### config.mk
export PLATFORM = sky130hd
export DESIGN_NAME = uart_rx_fifo
export DESIGN_NICKNAME = d
export VERILOG_FILES = /design/src/rtl/uart_pkg.sv /design/src/rtl/sync_fifo.sv /design/src/rtl/uart_rx_fifo.sv
export SDC_FILE = /design/constraint.sdc
export NUM_CORES = 1
export LEC_CHECK = 0
export BUFFER_PORTS_ARGS = -buffer_cell sky130_fd_sc_hd__buf_4
export CAP_MARGIN = 20
export CORE_UTILIZATION = 45
export CTS_CLUSTER_SIZE = 12
export DETAILED_ROUTE_END_ITERATION = 8
export GPL_TIMING_DRIVEN = 0
export MAX_ROUTING_LAYER = met4
export PLACE_DENSITY_LB_ADDON = 0.3
export SETUP_SLACK_MARGIN = 0.05
export SYNTH_ARGS = -nofsm -noshare
export SYNTH_HDL_FRONTEND = slang
export SYNTH_SLANG_ARGS = --single-unit
### constraint.sdc
create_clock -name clk -period 5.7 [get_ports clk]
set_clock_uncertainty 0.15 [all_clocks]
set_input_delay 0.285 -clock clk [delete_from_list [all_inputs] [get_ports clk]]
set_output_delay 0.285 -clock clk [all_outputs]
set_load 0.02 [all_outputs]
### src/rtl/uart_pkg.sv
// Shared definitions for the UART receive buffer: byte width, default depth
// and the capture handshake state encoding.
package uart_pkg;

  localparam int unsigned BYTE_W        = 8;
  localparam int unsigned DEPTH_DEFAULT = 16;

  typedef enum logic [1:0] {
    IDLE     = 2'd0,
    ACK      = 2'd1,
    WAIT_LOW = 2'd2
  } cap_state_e;

endpackage

### src/rtl/sync_fifo.sv
// Single-clock FIFO with registered read port and occupancy counter.
// Pointers wrap naturally because DEPTH is a power of two.
module sync_fifo #(
  parameter int unsigned WIDTH = 8,
  parameter int unsigned DEPTH = 16
) (
  input  logic                    clk,
  input  logic                    reset,
  input  logic                    wr_en,
  input  logic [WIDTH-1:0]        wr_data,
  input  logic                    rd_en,
  output logic [WIDTH-1:0]        rd_data,
  output logic                    rd_valid,
  output logic [$clog2(DEPTH):0]  count,
  output logic                    empty,
  output logic                    full
);

  localparam int unsigned AW = $clog2(DEPTH);
  localparam logic [AW:0] FULL_CNT = (AW+1)'(DEPTH);

  logic [WIDTH-1:0] mem_q [DEPTH];
  logic [AW-1:0]    wptr_q, wptr_d;
  logic [AW-1:0]    rptr_q, rptr_d;
  logic [AW:0]      count_q, count_d;
  logic [WIDTH-1:0] rd_data_q, rd_data_d;
  logic             rd_valid_q;
  logic             push, pop;

  assign empty = (count_q == '0);
  assign full  = (count_q == FULL_CNT);

  // A pop frees a slot in the same cycle, so a full FIFO still accepts a
  // push alongside it; an empty FIFO never forwards the incoming byte.
  assign pop  = rd_en && !empty;
  assign push = wr_en && (!full || pop);

  always_comb begin
    wptr_d    = wptr_q;
    rptr_d    = rptr_q;
    count_d   = count_q;
    rd_data_d = rd_data_q;
    if (push) wptr_d = wptr_q + 1'b1;
    if (pop) begin
      rptr_d    = rptr_q + 1'b1;
      rd_data_d = mem_q[rptr_q];
    end
    case ({push, pop})
      2'b10:   count_d = count_q + 1'b1;
      2'b01:   count_d = count_q - 1'b1;
      default: count_d = count_q;
    endcase
  end

  always_ff @(posedge clk or posedge reset) begin
    if (reset) begin
      wptr_q     <= '0;
      rptr_q     <= '0;
      count_q    <= '0;
      rd_data_q  <= '0;
      rd_valid_q <= 1'b0;
    end else begin
      wptr_q     <= wptr_d;
      rptr_q     <= rptr_d;
      count_q    <= count_d;
      rd_data_q  <= rd_data_d;
      rd_valid_q <= pop;
    end
  end

  always_ff @(posedge clk) begin
    if (push) mem_q[wptr_q] <= wr_data;
  end

  assign rd_data  = rd_data_q;
  assign rd_valid = rd_valid_q;
  assign count    = count_q;

endmodule

### src/rtl/uart_rx_fifo.sv
// UART receive buffer: captures each byte once from a level-held ready
// handshake, acknowledges it, and queues it for the CPU with overrun tracking.
module uart_rx_fifo
  import uart_pkg::*;
#(
  parameter int unsigned DEPTH = DEPTH_DEFAULT
) (
  input  logic                    clk,
  input  logic                    reset,
  input  logic [BYTE_W-1:0]       rx_data,
  input  logic                    rx_data_ready,
  output logic                    rx_data_ack,
  input  logic                    rd_en,
  output logic [BYTE_W-1:0]       rd_data,
  output logic                    rd_valid,
  output logic [$clog2(DEPTH):0]  count,
  output logic                    empty,
  output logic                    full,
  output logic                    overrun,
  input  logic                    clear_overrun
);

  cap_state_e state_q, state_d;
  logic       push_req;
  logic       ack;
  logic       drop;
  logic       overrun_q, overrun_d;

  always_ff @(posedge clk or posedge reset) begin
    if (reset) state_q <= IDLE;
    else       state_q <= state_d;
  end

  always_comb begin
    state_d = state_q;
    case (state_q)
      IDLE:     if (rx_data_ready) state_d = ACK;
      ACK:      state_d = WAIT_LOW;
      WAIT_LOW: if (!rx_data_ready) state_d = IDLE;
      default:  state_d = IDLE;
    endcase
  end

  // Capture only from IDLE, so a ready held high across ACK/WAIT_LOW never
  // produces a second push of the same byte.
  always_comb begin
    push_req = 1'b0;
    ack      = 1'b0;
    case (state_q)
      IDLE:    push_req = rx_data_ready;
      ACK:     ack      = 1'b1;
      default: ;
    endcase
  end

  assign drop = push_req && full && !rd_en;

  always_comb begin
    overrun_d = overrun_q;
    if (drop)               overrun_d = 1'b1;
    else if (clear_overrun) overrun_d = 1'b0;
  end

  always_ff @(posedge clk or posedge reset) begin
    if (reset) overrun_q <= 1'b0;
    else       overrun_q <= overrun_d;
  end

  sync_fifo #(
    .WIDTH (BYTE_W),
    .DEPTH (DEPTH)
  ) u_fifo (
    .clk      (clk),
    .reset    (reset),
    .wr_en    (push_req),
    .wr_data  (rx_data),
    .rd_en    (rd_en),
    .rd_data  (rd_data),
    .rd_valid (rd_valid),
    .count    (count),
    .empty    (empty),
    .full     (full)
  );

  assign rx_data_ack = ack;
  assign overrun     = overrun_q;

endmodule
==> impl_results.md <==
* Seq/Total Area, Yosys at 0.7147
* Vias/cell at 5.430
* Post-CTS Resized at 0
* Clock Latency Late Sink at 420 ps
* Synth warn at 0
* CTS Root Cell: clkbuf_16
* Worst-case clock buffer depth at 2
* DRT Wirelength at 11.55 mm
* Synthesized Nets at 343
* Crit path DAT at 3610 ps
* Status: completed
* Antenna viol nets, final at 0
* # setup viols final at 0
* Share of cells above drive strength 1 at 0.2879
* Max-Cap Viols at 0
* Final std cells w/o fill at 565
* FFs w/ async S/R, synth at 0.1634
* Congestion Overflow GR at 0
* Num CTS Buffers at 17
* Placed Instance Area at 6754 sq um
* Hold Vio Cnt, Final at 0
* GPL Wtd Cong at 0.7847
* CP endpoint kind: flop
* Pwr/cell area at 496.3 nW/um^2
* Final instance area at 7338 sq um
* Number of flops mapped to enable cells by yosys at 128
* Worst-path clk slew at 60 ps
* Initial drt markers at 151
* Mapped cell area at 6253 sq um
* Yosys cell types at 43
* Core Area at 13,400 sq um
* Final Cycle Share at 0.6055
* Vias in the first global route at 3,135
* Wire per inst at 20.44 um
* Yosys reg bits at 153
* Synth area leaders: edfxtp_1, dfrtp_1, mux4_1
* Initial antenna violation count at 0
* Post-synthesis cell count at 320
* Remaining DRCs at 0
* CP startpoint kind: flop
* Fin. max-slew vios at 0
* Fin crit period at 3451 ps
* Hold buffer count at cts at 1
* CTS tree: done
* Placed Cells at 530
* Clock sink count at 153
* Rel. slew slack at 0.3303
* Max Fclk at 0.2898 GHz
* Critical Path RT at 5850 ps
* Post-DP HPWL at 7.484 mm
* Leakage dissipation at 2.596 nW
* Post-synth top area share at 0.6146
* Largest net degree at the start of global routing at 26
* First-pass GRT wire length at 17.90 mm
* Io pins at 31
* Die Span X at 119.9 um
* Main synth FF type: edfxtp_1
* Vias at 3,068
* Diode count at 0
* Final #Nets at 399
* Starting Density at 0.4667
* Postcts setup bufs at 0
* Core Rows at 42
* Max H-tree Level at 4
* Layout area overhead at 17.35%
* Slew @ Worst Pin at 1001 ps
* Crit-path max FO at 8
* Hold Path Class: in -> reg
* Die Height at 119.9 um
* Fin Setup TNS at 0 ps
* RSZ-0062 raised after global routing: no
* Synth area leader: edfxtp_1
* WS Path Type: reg -> reg
* Avg Cell Area, Syn at 19.54 sq um
* Initial DRT Pass Iterations at 4
* Total Routing Usage GR at 0.1830
* I/O Buffers at 30
* DIE AREA at 14,370 sq um
* VDD IR-drop max at 255.0 uV
[critical path: stages, from the launching register on]
cell	delay [ps]
dfrtp_1	440
nor4_1	320
nand2_1	140
o21a_1	290
inv_1	260
ha_1	280
inv_1	110
fa_1	420
nor2b_1	130
o21ai_0	120
nand3_1	100
or3b_2	450
xnor2_1	130
[cells by family after synthesis]
| family | Yosys count | synth area share |
|---|---|---|
| flops | 153 | 0.7147 |
| mux | 42 | 0.1433 |
| simple gates | 42 | 0.04182 |
| compound gates | 34 | 0.03862 |
| buf+inv | 29 | 0.02641 |
| xor+xnor | 10 | 0.01401 |
| fa+ha+maj | 10 | 0.02121 |
[power by group]
| group | internal, mW | leakage (nW) | switching, mW |
|---|---|---|---|
| Sequential | 1.36 | 1.45 | 0.101 |
| Combinational | 0.550 | 0.885 | 0.581 |
| Clock | 0.614 | 0.265 | 0.437 |
| Total | 2.52 | 2.60 | 1.12 |
[sequential cells by signal, summed over array words and instances (netlist names)]
name,count
overrun,1
state_q,2
u_fifo.count,5
u_fifo.mem_q,128
u_fifo.rd_data,8
u_fifo.rd_valid,1
u_fifo.rptr_q,4
u_fifo.wptr_q,4
[layout by cell type, fill, tap and decap left out, drive strengths merged, types with 2 or more instances in the layout]
| master | n |
|---|---|
| edfxtp | 128 |
| buf | 44 |
| mux4 | 32 |
| clkbuf | 28 |
| dfrtp | 25 |
| inv | 17 |
| o22ai | 15 |
| a21oi | 10 |
| mux2 | 9 |
| ha | 9 |
| and2 | 8 |
| xnor2 | 7 |
| nand2 | 7 |
| nor2 | 6 |
| nor4 | 5 |
| o21ai | 4 |
| clkinv | 4 |
| xor2 | 3 |
| nor2b | 3 |
| nand3b | 2 |
| clkinvlp | 2 |
| dlygate4sd3 | 2 |
| o21a | 2 |
| nor3b | 2 |
| nand4 | 2 |
[cell type report]
type | instances | area (sq um)
plain buffers | 15 | 112.6
clock buffers | 22 | 454.2
clock inverters | 10 | 95.09
fillers | 1037 | 6062
inverters | 14 | 52.55
multi-input cells | 138 | 1644
flip-flops and latches | 153 | 4469
well taps | 176 | 220.2
repair buffers | 37 | 290.3
[cells in the mapped netlist (6+ instances only)]
cell type	number
a21oi_1	10
and2_1	8
clkbuf_1	6
dfrtp_1	25
edfxtp_1	128
ha_1	9
inv_1	14
mux2_2	9
mux4_1	17
mux4_2	15
nand2_1	6
nor2_1	6
o22ai_1	10
xnor2_1	7
[routing by layer]
metal,GRT usage,share of wire,up-vias
met5,-,0,-
met4,0.06094,0.017,0
met3,0.05181,0.054,16
met2,0.2879,0.50,86
met1,0.2300,0.43,1566
li1,-,-,1400
[metrics by stage]
stage / hold slack, ps / util / total power, mW / setup slack [ps]
floorplan: 162.3 / - / 2.276 / 2465
global placement: 308.4 / 0.4999 / 2.583 / 2302
detailed placement: 327.2 / 0.5040 / 2.622 / 2253
CTS: 6.440 / 0.5458 / 3.676 / 2247
global route: 13.70 / 0.5476 / 3.819 / 1978
finish: 19.64 / 0.5476 / 3.642 / 2249
[path summary, 6_finish.rpt]
path                                 start             endpoint  depth (start not counted)  slack (ps)
max in group asynchronous            reset    u_fifo.rd_data[4]                          4        4600
max                        u_fifo.count[0]      u_fifo.count[4]                         12        2250
min                             rx_data[6]  u_fifo.mem_q[12][6]                          1          20
min in group asynchronous            reset              overrun                          3         310
min reg2reg                     state_q[0]           state_q[0]                          1         330
max reg2reg                u_fifo.count[0]      u_fifo.count[4]                         12        2250
(Power assumes the default switching activity.)
